<file path="src/rtl/spi_pkg.sv">
// Shared constants for the SPI command sequencer: FSM state encoding,
// timing defaults and a helper that sizes the shared cycle counter.
package spi_pkg;

    localparam int WORD_W = 16;

    localparam int GAP_CYCLES_DEFAULT  = 16;
    localparam int ACK_TIMEOUT_DEFAULT = 255;

    // State encoding kept as plain constants so legacy code can compare against them.
    localparam logic [2:0] ST_IDLE = 3'd0;
    localparam logic [2:0] ST_LOAD = 3'd1;
    localparam logic [2:0] ST_REQ  = 3'd2;
    localparam logic [2:0] ST_XFER = 3'd3;
    localparam logic [2:0] ST_GAP  = 3'd4;
    localparam logic [2:0] ST_DONE = 3'd5;

    // Width of one counter able to hold the larger of the gap and ack-timeout limits.
    function automatic int cnt_width(input int gap, input int ack);
        return $clog2(((gap > ack) ? gap : ack) + 1);
    endfunction

endpackage

</file>
<file path="src/rtl/cmd_fifo.sv">
// Circular first-word-fall-through command FIFO. The head word is always
// visible on rd_data; a write is dropped (and overflow latched) only when
// the FIFO is full and no pop happens in the same cycle.
module cmd_fifo
    import spi_pkg::*;
#(
    parameter int DEPTH = 8
) (
    input  logic                     CLK100MHZ,
    input  logic                     ser_cnt_reset,
    input  logic                     wr_en,
    input  logic [WORD_W-1:0]        wr_data,
    input  logic                     rd_en,
    input  logic                     flush,
    output logic [WORD_W-1:0]        rd_data,
    output logic                     full,
    output logic                     empty,
    output logic [$clog2(DEPTH):0]   level,
    output logic                     overflow
);

    localparam int AW = $clog2(DEPTH);
    localparam logic [AW:0] FULL_LEVEL = (AW + 1)'(DEPTH);

    logic [WORD_W-1:0] mem [DEPTH];
    logic [AW-1:0]     wr_ptr;
    logic [AW-1:0]     rd_ptr;
    logic              push;
    logic              pop;

    assign pop     = rd_en && !empty;
    assign push    = wr_en && (!full || pop);
    assign full    = (level == FULL_LEVEL);
    assign empty   = (level == '0);
    assign rd_data = mem[rd_ptr];

    // Word storage.
    // NOTE: the array has no reset; stale entries are never visible because level gates every read.
    always_ff @(posedge CLK100MHZ) begin
        if (push && !flush) begin
            mem[wr_ptr] <= wr_data;
        end
    end

    // Pointers, occupancy and the sticky overflow flag; pointers wrap naturally at DEPTH.
    // NOTE: state is updated with <= so every register sees the pre-edge values of the others.
    always_ff @(posedge CLK100MHZ or posedge ser_cnt_reset) begin
        if (ser_cnt_reset) begin
            wr_ptr   <= '0;
            rd_ptr   <= '0;
            level    <= '0;
            overflow <= 1'b0;
        end else begin
            if (wr_en && !push) begin
                overflow <= 1'b1;
            end
            if (flush) begin
                wr_ptr <= '0;
                rd_ptr <= '0;
                level  <= '0;
            end else begin
                if (push) wr_ptr <= wr_ptr + 1'b1;
                if (pop)  rd_ptr <= rd_ptr + 1'b1;
                if (push && !pop)      level <= level + 1'b1;
                else if (pop && !push) level <= level - 1'b1;
            end
        end
    end

endmodule

</file>
<file path="src/rtl/spi_cmd_sequencer.sv">
// Drains queued 16-bit command words to a downstream serializer, one frame
// per word, with a request/ack handshake on ser_enable / ser_ld_n, a fixed
// idle gap after each frame and an ack timeout that aborts the drain.
module spi_cmd_sequencer
    import spi_pkg::*;
#(
    parameter int DEPTH       = 8,
    parameter int GAP_CYCLES  = GAP_CYCLES_DEFAULT,
    parameter int ACK_TIMEOUT = ACK_TIMEOUT_DEFAULT
) (
    input  logic                     CLK100MHZ,
    input  logic                     ser_cnt_reset,
    input  logic                     wr_en,
    input  logic [WORD_W-1:0]        wr_data,
    input  logic                     start,
    input  logic                     ser_ld_n,
    output logic                     ser_enable,
    output logic [WORD_W-1:0]        ser_data,
    output logic                     busy,
    output logic                     done,
    output logic                     full,
    output logic                     empty,
    output logic [$clog2(DEPTH):0]   level,
    output logic                     overflow,
    output logic                     timeout_err
);

    localparam int LW    = $clog2(DEPTH) + 1;
    localparam int CNT_W = cnt_width(GAP_CYCLES, ACK_TIMEOUT);
    localparam logic [CNT_W-1:0] GAP_LAST = CNT_W'(GAP_CYCLES - 1);
    localparam logic [CNT_W-1:0] ACK_LAST = CNT_W'(ACK_TIMEOUT - 1);

    logic [2:0]        state, state_nxt;
    logic [CNT_W-1:0]  cnt, cnt_nxt;
    logic [WORD_W-1:0] fifo_head;
    logic              fifo_pop;
    logic              fifo_flush;
    logic              load_word;
    logic              set_timeout;
    logic              word_remains;

    cmd_fifo #(.DEPTH(DEPTH)) u_fifo (
        .CLK100MHZ     (CLK100MHZ),
        .ser_cnt_reset (ser_cnt_reset),
        .wr_en         (wr_en),
        .wr_data       (wr_data),
        .rd_en         (fifo_pop),
        .flush         (fifo_flush),
        .rd_data       (fifo_head),
        .full          (full),
        .empty         (empty),
        .level         (level),
        .overflow      (overflow)
    );

    // A word is still pending after the GAP pop if more than one is held, or one is
    // being pushed right now (the pop frees a slot, so that push is always accepted).
    assign word_remains = (level[LW-1:1] != '0) || wr_en;

    assign ser_enable = (state == ST_REQ);
    assign busy       = (state != ST_IDLE);
    assign done       = (state == ST_DONE);

    // Next-state, counter and FIFO-control decode.
    // NOTE: every output of this block gets a default first, so no path can infer a latch.
    always_comb begin
        state_nxt   = state;
        cnt_nxt     = cnt;
        fifo_pop    = 1'b0;
        fifo_flush  = 1'b0;
        load_word   = 1'b0;
        set_timeout = 1'b0;
        case (state)
            ST_IDLE: begin
                if (start) state_nxt = empty ? ST_DONE : ST_LOAD;
            end
            ST_LOAD: begin
                load_word = 1'b1;
                cnt_nxt   = '0;
                state_nxt = ST_REQ;
            end
            ST_REQ: begin
                if (!ser_ld_n) begin
                    state_nxt = ST_XFER;
                end else if (cnt == ACK_LAST) begin
                    set_timeout = 1'b1;
                    fifo_flush  = 1'b1;
                    state_nxt   = ST_DONE;
                end else begin
                    cnt_nxt = cnt + 1'b1;
                end
            end
            ST_XFER: begin
                if (ser_ld_n) begin
                    cnt_nxt   = '0;
                    state_nxt = ST_GAP;
                end
            end
            ST_GAP: begin
                if (cnt == GAP_LAST) begin
                    fifo_pop  = 1'b1;
                    state_nxt = word_remains ? ST_LOAD : ST_DONE;
                end else begin
                    cnt_nxt = cnt + 1'b1;
                end
            end
            ST_DONE: state_nxt = ST_IDLE;
            default: state_nxt = ST_IDLE;
        endcase
    end

    // FSM state, shared counter, held serializer word and sticky timeout flag.
    always_ff @(posedge CLK100MHZ or posedge ser_cnt_reset) begin
        if (ser_cnt_reset) begin
            state       <= ST_IDLE;
            cnt         <= '0;
            ser_data    <= '0;
            timeout_err <= 1'b0;
        end else begin
            state <= state_nxt;
            cnt   <= cnt_nxt;
            if (load_word)   ser_data    <= fifo_head;
            if (set_timeout) timeout_err <= 1'b1;
        end
    end

endmodule
</file>
<file path="config.mk">
export PLATFORM = sky130hd
export DESIGN_NAME = spi_cmd_sequencer
export DESIGN_NICKNAME = d
export VERILOG_FILES = /design/src/rtl/spi_pkg.sv /design/src/rtl/cmd_fifo.sv /design/src/rtl/spi_cmd_sequencer.sv
export SDC_FILE = /design/constraint.sdc
export NUM_CORES = 1
export LEC_CHECK = 0
export BUFFER_PORTS_ARGS = -buffer_cell sky130_fd_sc_hd__buf_2
export CELL_PAD_IN_SITES_DETAIL_PLACEMENT = 0
export CELL_PAD_IN_SITES_GLOBAL_PLACEMENT = 1
export CORE_MARGIN = 4
export CORE_UTILIZATION = 52
export DETAILED_ROUTE_END_ITERATION = 16
export GPL_ROUTABILITY_DRIVEN = 0
export GPL_TIMING_DRIVEN = 1
export PLACE_DENSITY = 0.85
export SYNTH_ARGS = -nofsm -noshare
export SYNTH_HDL_FRONTEND = slang
export SYNTH_HIERARCHICAL = 1
export SYNTH_SLANG_ARGS = --single-unit
</file>
<file path="constraint.sdc">
create_clock -name CLK100MHZ -period 4.2 [get_ports CLK100MHZ]
set_clock_uncertainty 0.05 [all_clocks]
set_input_delay 0.42 -clock CLK100MHZ [delete_from_list [all_inputs] [get_ports CLK100MHZ]]
set_output_delay 0.42 -clock CLK100MHZ [all_outputs]
set_load 0.005 [all_outputs]
</file>
==> results.ini <==
[timing]
fmaxAchievable_mhz=329
worstMarginPinSlew_ns=1.06
setup-tns-final_ns=0
post-route-min-period_ns=3.04
grt_setup_unrepaired=false
final-hold-violation-count=0
drv_slew=0
finalCritPeriodShare=0.723
setup_viol_count_final=0
maxSlewHeadroom=0.289
fin_ws_ns=1.16

[global_route]
grt_usage=0.192
grt_pass1_vias=3957
antenna_found_initial=0
grt_overflow=0
grt_max_degree=35
grt_pass1_wl_um=21500

[clocking]
cts_made_buffers=17
clock_latency_ns=0.42
cts_sinks=167
postCtsSetupBuffers=0
clockBufferDepth=2
clockRootBuffer=clkbuf_16
tritoncts=built
ctsResizeCount=0
htreeDepth=4
path_clk_slew_ns=0.06

[worst_setup_path]
cpMostUsedCell=buf_4
critPathKind=reg2reg
timing.critical_path.from_type=register
crit_path_max_incr_delay_ns=0.66
crit_required_ns=4.27
cp-end-kind=register
worstPathArrival_ns=3.11
cp_slowest_cell=nor3_2
critical_path.cell_chain=or3b_4 -> nor3_1 -> buf_4 -> o21a_1 -> nand2_1 -> nor3_2 -> buf_4
crit_fanout=12

[route]
postRouteAntennaNets=0
via_per_inst=5.72
vias=3738
drtIter0Drc=325
routedWlPerCell_um=20.5
wirelength_um=13400
drcViolationCount=0
dr.pass1.iters=4

[yosys]
ys_seq_area_frac=0.687
synth_cells=401
synthesis.nets=429
syn_avg_cell_area_um2=17.5
ys_async_sr_fraction=0.234
synthDistinctLibCells=57
synth_enable_flop_cells=128
synth_area_leaders=edfxtp_1, dfrtp_1, mux4_2
synth-seq-cells=167
synth_top_cell_by_area=edfxtp_1
synth_flop_cell=edfxtp_1
syn-cell-area_um2=7010
synth_top_area_frac=0.548
yosys_warnings=6

[floorplanning]
die-area_um2=15400
die_w_um=124
initial_utilization=0.529
io_pins=48
rows=42
dieHeight_um=124
coreArea_um2=13200

[power_and_ir_drop]
leakage_nw=2.93
powerDensity_nw_per_um2=591
irDropWorstVdd_v=0.000338
power.total_mw=4.78

[placed_design]
dp_worst_setup_slack_ns=1.16
place_area_um2=7530
portBuffers=47
hpwl_um=8500

[layout]
nNetsFinal=492
drive_gt1_frac=0.361
fin_util=0.611
syn2layout_area_growth_pct=15.5
final_area_um2=8100
num_antenna_cells=0

[outcome]
run_status=finished, final reports clean

[min_path]
hp-class=in2reg

[run]
maxCapViolCount=0

## layer usage
metal,wire (um),global-route usage
met4,220,0.0719
met2,6900,0.317
met1,5620,0.248
met3,646,0.0481
met5,0,0
## critical path: cells and delay by family (launching register included)
kind / cells / cell delay [ns]
and+or+nand+nor: 4 / 1.43
buffers and inverters: 2 / 0.52
DFF: 1 / 0.51
AOI/OAI and AO/OA: 1 / 0.22
## state kept, by name (all words and copies together), names as in the netlist
signal           count
u_fifo/level         4
u_fifo/rd_ptr        3
state                3
u_fifo/mem         128
cnt                  8
ser_data            16
timeout_err          1
u_fifo/overflow      1
u_fifo/wr_ptr        3
## kinds of logic (layout without fill, tap and decap cells)
logic type,count (synthesis),count (layout),synth area share
AO/OA/AOI/OAI,44,44,0.0480
XOR/XNOR,7,7,0.00875
adder cells (fa/ha/maj),7,7,0.0136
buffers and inverters,40,116,0.0257
flip-flops,167,167,0.687
multiplexers,68,68,0.160
AND/OR/NAND/NOR,68,68,0.0564
## synth_stat cells, drive strengths merged (2+ instances only)
cell and count:
nand4 2, o22ai 4, nand2 7, a31oi 2, or3 5, inv 18
o211ai 8, o21ai 10, nor4 6, ha 6, nor2 16, buf 17
mux2 33, nand3 7, xnor2 4, nand2b 5, xor2 3, a21oi 5
a21o 2, a41oi 2, edfxtp 128, a211oi 3, clkbuf 5, mux2i 3
nor3 9, nand3b 2, mux4 32, dfrtp 39
## final timing paths
path                                    startpoint                          end  slack, ns  cells past startpoint
max reg2reg                   state[1]$_DFFE_PP0P_   u_fifo/mem[3][4]$_DFFE_PP_       1.16                      7
min in group asynchronous            ser_cnt_reset  u_fifo/overflow$_DFFE_PP0P_       0.51                      3
max in group asynchronous            ser_cnt_reset      ser_data[3]$_DFFE_PP0N_       3.19                      4
min reg2reg                timeout_err$_DFFE_PP0P_      timeout_err$_DFFE_PP0P_       0.42                      1
min                                     wr_data[9]   u_fifo/mem[3][9]$_DFFE_PP_       0.22                      1
max                           state[1]$_DFFE_PP0P_   u_fifo/mem[3][4]$_DFFE_PP_       1.16                      7
## layout make-up
| type | instances | area (um2) |
|---|---|---|
| fillers | 1008 | 5140 |
| flip-flops and latches | 167 | 4820 |
| multi-input cells | 194 | 2050 |
| clock buffers | 23 | 458 |
| repair buffers | 66 | 380 |
| well taps | 176 | 220 |
| clock inverters | 9 | 100 |
| inverters | 18 | 67.6 |
## where the power goes
group | internal (mW) | switching, mW | leakage [nW]
clock | 0.885 | 0.591 | 0.264
sequential | 2.12 | 0.206 | 1.63
combinational | 0.462 | 0.518 | 1.04
total | 3.47 | 1.32 | 2.93
## through the flow
stage / hold slack (ns) / cells
global route: 0.211 / 653
detailed placement: 0.405 / 620
floorplan: 0.222 / 401
finish: 0.217 / 653
CTS: 0.208 / 653
global placement: 0.398 / 620
## what timing repair did
| action | 4_1_cts | 5_1_grt |
|---|---|---|
| endpoints found under the hold margin | 11 | 0 |
| hold buffers | 1 | 0 |
| setup endpoints to repair | 0 | 0 |
## cell usage in the layout, fill, tap and decap left out, types with 3 or more instances in the layout
master / Yosys / routed
o211ai_1: 7 / 7
edfxtp_1: 128 / 128
nor3_1: 8 / 4
dfrtp_1: 39 / 37
nor4_1: 6 / 3
or3_1: 5 / 5
buf_2: 12 / 47
o22ai_1: 4 / 4
nand2_1: 7 / 7
mux2_2: 32 / 32
o21ai_0: 8 / 8
xnor2_1: 4 / 4
a21oi_1: 5 / 5
nor2_1: 16 / 16
nand3_1: 7 / 7
ha_1: 6 / 6
nand2b_1: 5 / 5
xor2_1: 3 / 3
clkinv_1: 0 / 3
clkbuf_1: 5 / 5
inv_1: 18 / 18
mux4_2: 32 / 32
nor4_2: 0 / 3
buf_4: 2 / 18
clkbuf_16: 0 / 17
mux2i_1: 3 / 3
nor3_2: 0 / 4
(Power assumes the default switching activity.)
